**config.mk**
```make
export PLATFORM = sky130hd
export DESIGN_NAME = dm_copy_engine
export DESIGN_NICKNAME = d
export VERILOG_FILES = /design/src/rtl/dm_copy_pkg.sv /design/src/rtl/dm_copy_engine.sv
export SDC_FILE = /design/constraint.sdc
export NUM_CORES = 1
export LEC_CHECK = 0
export ABC_AREA = 1
export CORE_UTILIZATION = 55
export CTS_CLUSTER_DIAMETER = 200
export DETAILED_ROUTE_END_ITERATION = 12
export PLACE_DENSITY = 0.88
export RECOVER_POWER = 100
export SYNTH_ARGS = -nofsm -noshare
export SYNTH_HDL_FRONTEND = slang
export SYNTH_SLANG_ARGS = --single-unit
```
**constraint.sdc**
```tcl
create_clock -name CLK -period 3.68 [get_ports CLK]
set_input_delay 0.736 -clock CLK [delete_from_list [all_inputs] [get_ports CLK]]
set_output_delay 0.736 -clock CLK [all_outputs]
set_load 0.03 [all_outputs]
```
**src/rtl/dm_copy_pkg.sv**
```systemverilog
// Shared constants and state encoding for the data-memory block-copy engine.
package dm_copy_pkg;

  localparam int ADDR_W  = 10;
  localparam int DATA_W  = 8;
  localparam int LEN_W   = 11;
  localparam int MAX_LEN = 1024;

  typedef enum logic [1:0] {
    IDLE,
    RD,
    WR,
    FIN
  } dmc_state_t;

endpackage

```
**src/rtl/dm_copy_engine.sv**
```systemverilog
// Block-copy initiator for the single-port data memory (two cycles per byte).
// Optional fill mode (constant-pattern writes, one cycle per byte) under DM_COPY_FILL_EN.
module dm_copy_engine
  import dm_copy_pkg::*;
#(
  parameter int ADDR_W = dm_copy_pkg::ADDR_W,
  parameter int DATA_W = dm_copy_pkg::DATA_W,
  parameter int LEN_W  = dm_copy_pkg::LEN_W
) (
  input  logic              CLK,
  input  logic              RST,
  input  logic              START,
  input  logic [ADDR_W-1:0] SRC_ADDR,
  input  logic [ADDR_W-1:0] DST_ADDR,
  input  logic [LEN_W-1:0]  LEN,
  output logic              BUSY,
  output logic              DONE,
  output logic              DM_EN,
  output logic [ADDR_W-1:0] DM_ADDR,
  output logic [DATA_W-1:0] DM_IN,
  input  logic [DATA_W-1:0] DM_OUT
`ifdef DM_COPY_FILL_EN
  ,
  input  logic              FILL,
  input  logic [DATA_W-1:0] FILL_DATA
`endif
);

  dmc_state_t        state_q, state_d;
  logic [ADDR_W-1:0] src_q, src_d;
  logic [ADDR_W-1:0] dst_q, dst_d;
  logic [LEN_W-1:0]  cnt_q, cnt_d;
  logic [DATA_W-1:0] buf_q, buf_d;
  logic              fill_q, fill_d;
  logic [DATA_W-1:0] fill_data_q, fill_data_d;

  logic              busy_q, busy_d;
  logic              done_q, done_d;
  logic              dm_en_q, dm_en_d;
  logic [ADDR_W-1:0] dm_addr_q, dm_addr_d;
  logic [DATA_W-1:0] dm_in_q, dm_in_d;

  logic              fill_in;
  logic [DATA_W-1:0] fill_data_in;
  logic [LEN_W-1:0]  len_clamped;

`ifdef DM_COPY_FILL_EN
  assign fill_in      = FILL;
  assign fill_data_in = FILL_DATA;
`else
  assign fill_in      = 1'b0;
  assign fill_data_in = '0;
`endif

  assign len_clamped = (LEN > LEN_W'(MAX_LEN)) ? LEN_W'(MAX_LEN) : LEN;

  always_comb begin
    // NOTE: every variable gets its hold value first so no path leaves one unassigned (no latch).
    state_d     = state_q;
    src_d       = src_q;
    dst_d       = dst_q;
    cnt_d       = cnt_q;
    buf_d       = buf_q;
    fill_d      = fill_q;
    fill_data_d = fill_data_q;

    case (state_q)
      IDLE: begin
        if (START) begin
          src_d       = SRC_ADDR;
          dst_d       = DST_ADDR;
          cnt_d       = len_clamped;
          fill_d      = fill_in;
          fill_data_d = fill_data_in;
          if (len_clamped == '0) state_d = FIN;
          else if (fill_in)      state_d = WR;
          else                   state_d = RD;
        end
      end
      RD: begin
        buf_d   = DM_OUT;
        state_d = WR;
      end
      WR: begin
        src_d = src_q + ADDR_W'(1);
        dst_d = dst_q + ADDR_W'(1);
        cnt_d = cnt_q - LEN_W'(1);
        if (cnt_q > LEN_W'(1)) state_d = fill_q ? WR : RD;
        else                   state_d = FIN;
      end
      FIN:     state_d = IDLE;
      default: state_d = IDLE;
    endcase

    // Outputs are decoded from the next state so they can be registered without a cycle of lag.
    busy_d    = (state_d == RD) || (state_d == WR);
    done_d    = (state_d == FIN);
    dm_en_d   = (state_d == WR);
    dm_addr_d = '0;
    dm_in_d   = '0;
    if (state_d == RD) dm_addr_d = src_d;
    if (state_d == WR) begin
      dm_addr_d = dst_d;
      dm_in_d   = fill_d ? fill_data_d : buf_d;
    end
  end

  always_ff @(posedge CLK) begin
    // NOTE: sequential state uses non-blocking assignments so every flop samples pre-edge values.
    if (!RST) begin
      state_q     <= IDLE;
      src_q       <= '0;
      dst_q       <= '0;
      cnt_q       <= '0;
      // NOTE: the byte buffer is a single register, not a RAM, so clearing it on reset is cheap.
      buf_q       <= '0;
      fill_q      <= 1'b0;
      fill_data_q <= '0;
      busy_q      <= 1'b0;
      done_q      <= 1'b0;
      dm_en_q     <= 1'b0;
      dm_addr_q   <= '0;
      dm_in_q     <= '0;
    end else begin
      state_q     <= state_d;
      src_q       <= src_d;
      dst_q       <= dst_d;
      cnt_q       <= cnt_d;
      buf_q       <= buf_d;
      fill_q      <= fill_d;
      fill_data_q <= fill_data_d;
      busy_q      <= busy_d;
      done_q      <= done_d;
      dm_en_q     <= dm_en_d;
      dm_addr_q   <= dm_addr_d;
      dm_in_q     <= dm_in_d;
    end
  end

  assign BUSY    = busy_q;
  assign DONE    = done_q;
  assign DM_EN   = dm_en_q;
  assign DM_ADDR = dm_addr_q;
  assign DM_IN   = dm_in_q;

endmodule

```
==> flow_summary.toml <==
[run_status]
status = "completed"

[power_and_ir_drop]
clockPowerShare_pct = 33.6
pwr-share-comb_pct = 21.4
p_leak_nw = 2.054
power_density_nw_per_um2 = 435.8
p_int_w = 0.001290
power.switching_w = 0.0006061
p_sw_share_pct = 31.97
ir_drop_v = 0.0004123
seq_power_share_pct = 45.1

[final_layout]
final_cell_mix = "nand2_1 (127), dfxtp_1 (71), nor2_1 (64)"
syn2layout_area_growth_pct = 23.56
finalNetCount = 615
finish.utilization_pct = 71.78
final_common_cell = "nand2_1"
layout-drive-gt1-share_pct = 5.779

[setup_path]
ff2ff_path_depth = 11
worst_ep_arrival_time_ns = 3.42
crit_family = "buffers and inverters"
slowest_stage = "dlygate4sd3_1"
required_ns = 3.96
slowest_delay_ns = 0.67
start_kind = "input pin"
critical_path_peak_fanout = 15
r2r-end = "DM_IN[6]"
rrSetupSlack_ns = 1.01
crit_chain = "dlygate4sd3_1, nand2_1, nand2_2, inv_1, a21oi_4, inv_2, ha_1, nand2_1, inv_1, o21ai_0, a21oi_1"
critPathCaptureType = "register"
path_class = "input pin to register"
regToRegStartpoint = "state_q[0]"
path_buf_inv = 4

[clock_network]
cts_hold_buf = 0
cts.sinks = 71
clockBufferDepth = 2
cts_root_buf = "clkbuf_8"
cts-buffers-inserted = 9
clock_latency_ns = 0.35
clk_pin_slew_worst_paths_ns = 0.09
post_cts.repair.setup_buffers = 0
cts_tree = "yes"
post_cts_resized = 0
cts_max_level = 3

[drt]
avgRoutedWirePerCell_um = 13.96
via_per_inst = 5.397
dr.pass1.iters = 5
drt_iter0_drc = 329
vias = 3492
drt.antenna.violating_nets = 0
drc = 0
totalWireLength_mm = 9.035

[placement]
pre_cts_slack_ns = 0.5411
io_buffer_count = 62
place_congestion = 0.9050
hpwl_mm = 6.219

[worst_hold_path]
hold_path_class = "register to register"
hold_start = "fill_data_q[4]"
min_to = "fill_data_q[4]"
hold-path-cell-count = 2

[die]
die_x_um = 82.01
core_sq_um = 6061
die_y_um = 82.01
start_util_pct = 58.09
row_count = 28
die_area_sq_um = 6726
io_pins = 63

[sta]
setup_viol = 0
fin_crit_ns = 3.139
setup_tns_ns = 0
max_freq_mhz = 318.6
tightest_slew_ns = 1.403
maxSlewHeadroom_pct = 6.450
clock_skew_ns = 0.01319
worst_slack_ns = 0.5410
rsz0062_at_grt = "no"
hold_violations = 0
whs_ns = 0.4446
post-route-period-util_pct = 85.30
slew_violations = 0

[global_route]
grt.overflow.total = 0
grt_pass1_wl_mm = 14.50
grt_pass1_vias = 3254
antenna_found_initial = 1
grt_use_total_pct = 28.70
grt_max_degree = 30

[logic_synthesis]
netlist.area_leader.share_pct = 40.37
synth_area_sq_um = 3521
synth_cell_types = 35
synth_top_area_cell = "dfxtp_1"
yosys_register_bits = 71
ys_seq_area_share_pct = 40.37
synth.avg_cell_area_sq_um = 6.972
synth_nets = 554
synthTopCellsByArea = "dfxtp_1 (40%), nand2_1 (13%), nand3_1 (7.4%)"
synthCells = 505
ys.warnings.count = 0

[job]
max_cap_viol_count = 0
synthesized netlist by cell type:
master    number
clkbuf_1       6
nand2_2        2
inv_2          8
nand2_1      126
nand4_1        7
o21ai_1        6
xor2_1         2
clkinv_1       1
o221ai_1       1
o21a_1         4
a21oi_2        4
ha_1           7
a21oi_1       24
o21ai_0       19
o22ai_1        2
buf_2          5
nor2_1        64
o211ai_2       1
dfxtp_1       71
inv_1         54
a211oi_1       1
buf_4          2
nor2_4         1
mux2i_1        8
buf_6          3
or2_2          1
a21oi_4        1
a31oi_1        3
o211ai_1       3
nand3_1       52
nand2_4        3
and2_1         4
o21bai_2       1
nor3_1         2
a22oi_1        6
metal layers:
layer / wire [um] / track usage, %
met5: 0 / 0
met4: 212 / 11.75
met2: 4171 / 47.69
met1: 3989 / 36.73
met3: 661 / 4.778
layout make-up:
type | count | area [sq um]
well taps | 75 | 93.84
fillers | 498 | 1710
diodes | 1 | 2.502
repair buffers | 66 | 643.1
inverters | 63 | 236.5
flip-flops and latches | 71 | 1421
multi-input cells | 355 | 1750
clock buffers | 9 | 123.9
clock inverters | 7 | 78.83
worst min-delay path: stages (launching register included):
cell     delay, ns
dfxtp_1       0.32
nand2_1       0.06
nor2_1        0.04
worst max-delay path by stage:
stage                 from  endpoint  slack (ns)  depth (start not counted)
finish               START  DM_IN[6]        0.54                         11
detailed placement   START  DM_IN[6]        0.54                         11
floorplan           LEN[2]  DM_IN[0]        1.55                         12
global placement     START  DM_IN[5]        0.68                         11
global route         START  DM_IN[6]        0.35                         11
CTS                  START  DM_IN[6]        0.88                         11
power groups by stage:
stage	Clock [W]	Combinational, W	Sequential [W]
finish	0.000637	0.000405	0.000854
global route	0.000673	0.000448	0.000860
CTS	0.000640	0.000411	0.000854
detailed placement	0	0.000408	0.000871
global placement	0	0.000398	0.000869
floorplan	0	0.000260	0.000883
logic make-up (layout without fill, tap and decap cells):
family	after synthesis	count (layout)	synth area share, %
other cells	0	1	0
buf+inv	79	145	9.452
compound gates	76	76	13.22
fa+ha+maj	7	7	2.487
xor+xnor	2	2	0.4976
mux	8	8	2.274
flops	71	71	40.37
simple gates	262	262	31.70
state kept, by name (all words and copies together), names as in the netlist:
signal and flops:
BUSY 1, DM_ADDR 10, src_q 10, DM_EN 1, buf_q 8, dst_q 10
state_q 2, DONE 1, fill_q 1, cnt_q 11, fill_data_q 8, DM_IN 8
through the flow:
step	cells	total power [W]	area [sq um]
detailed placement	630	0.001279	4169
global route	647	0.001981	4350
floorplan	505	0.001143	3521
finish	647	0.001896	4350
global placement	630	0.001267	4169
CTS	646	0.001904	4372
(Power assumes the default switching activity.)
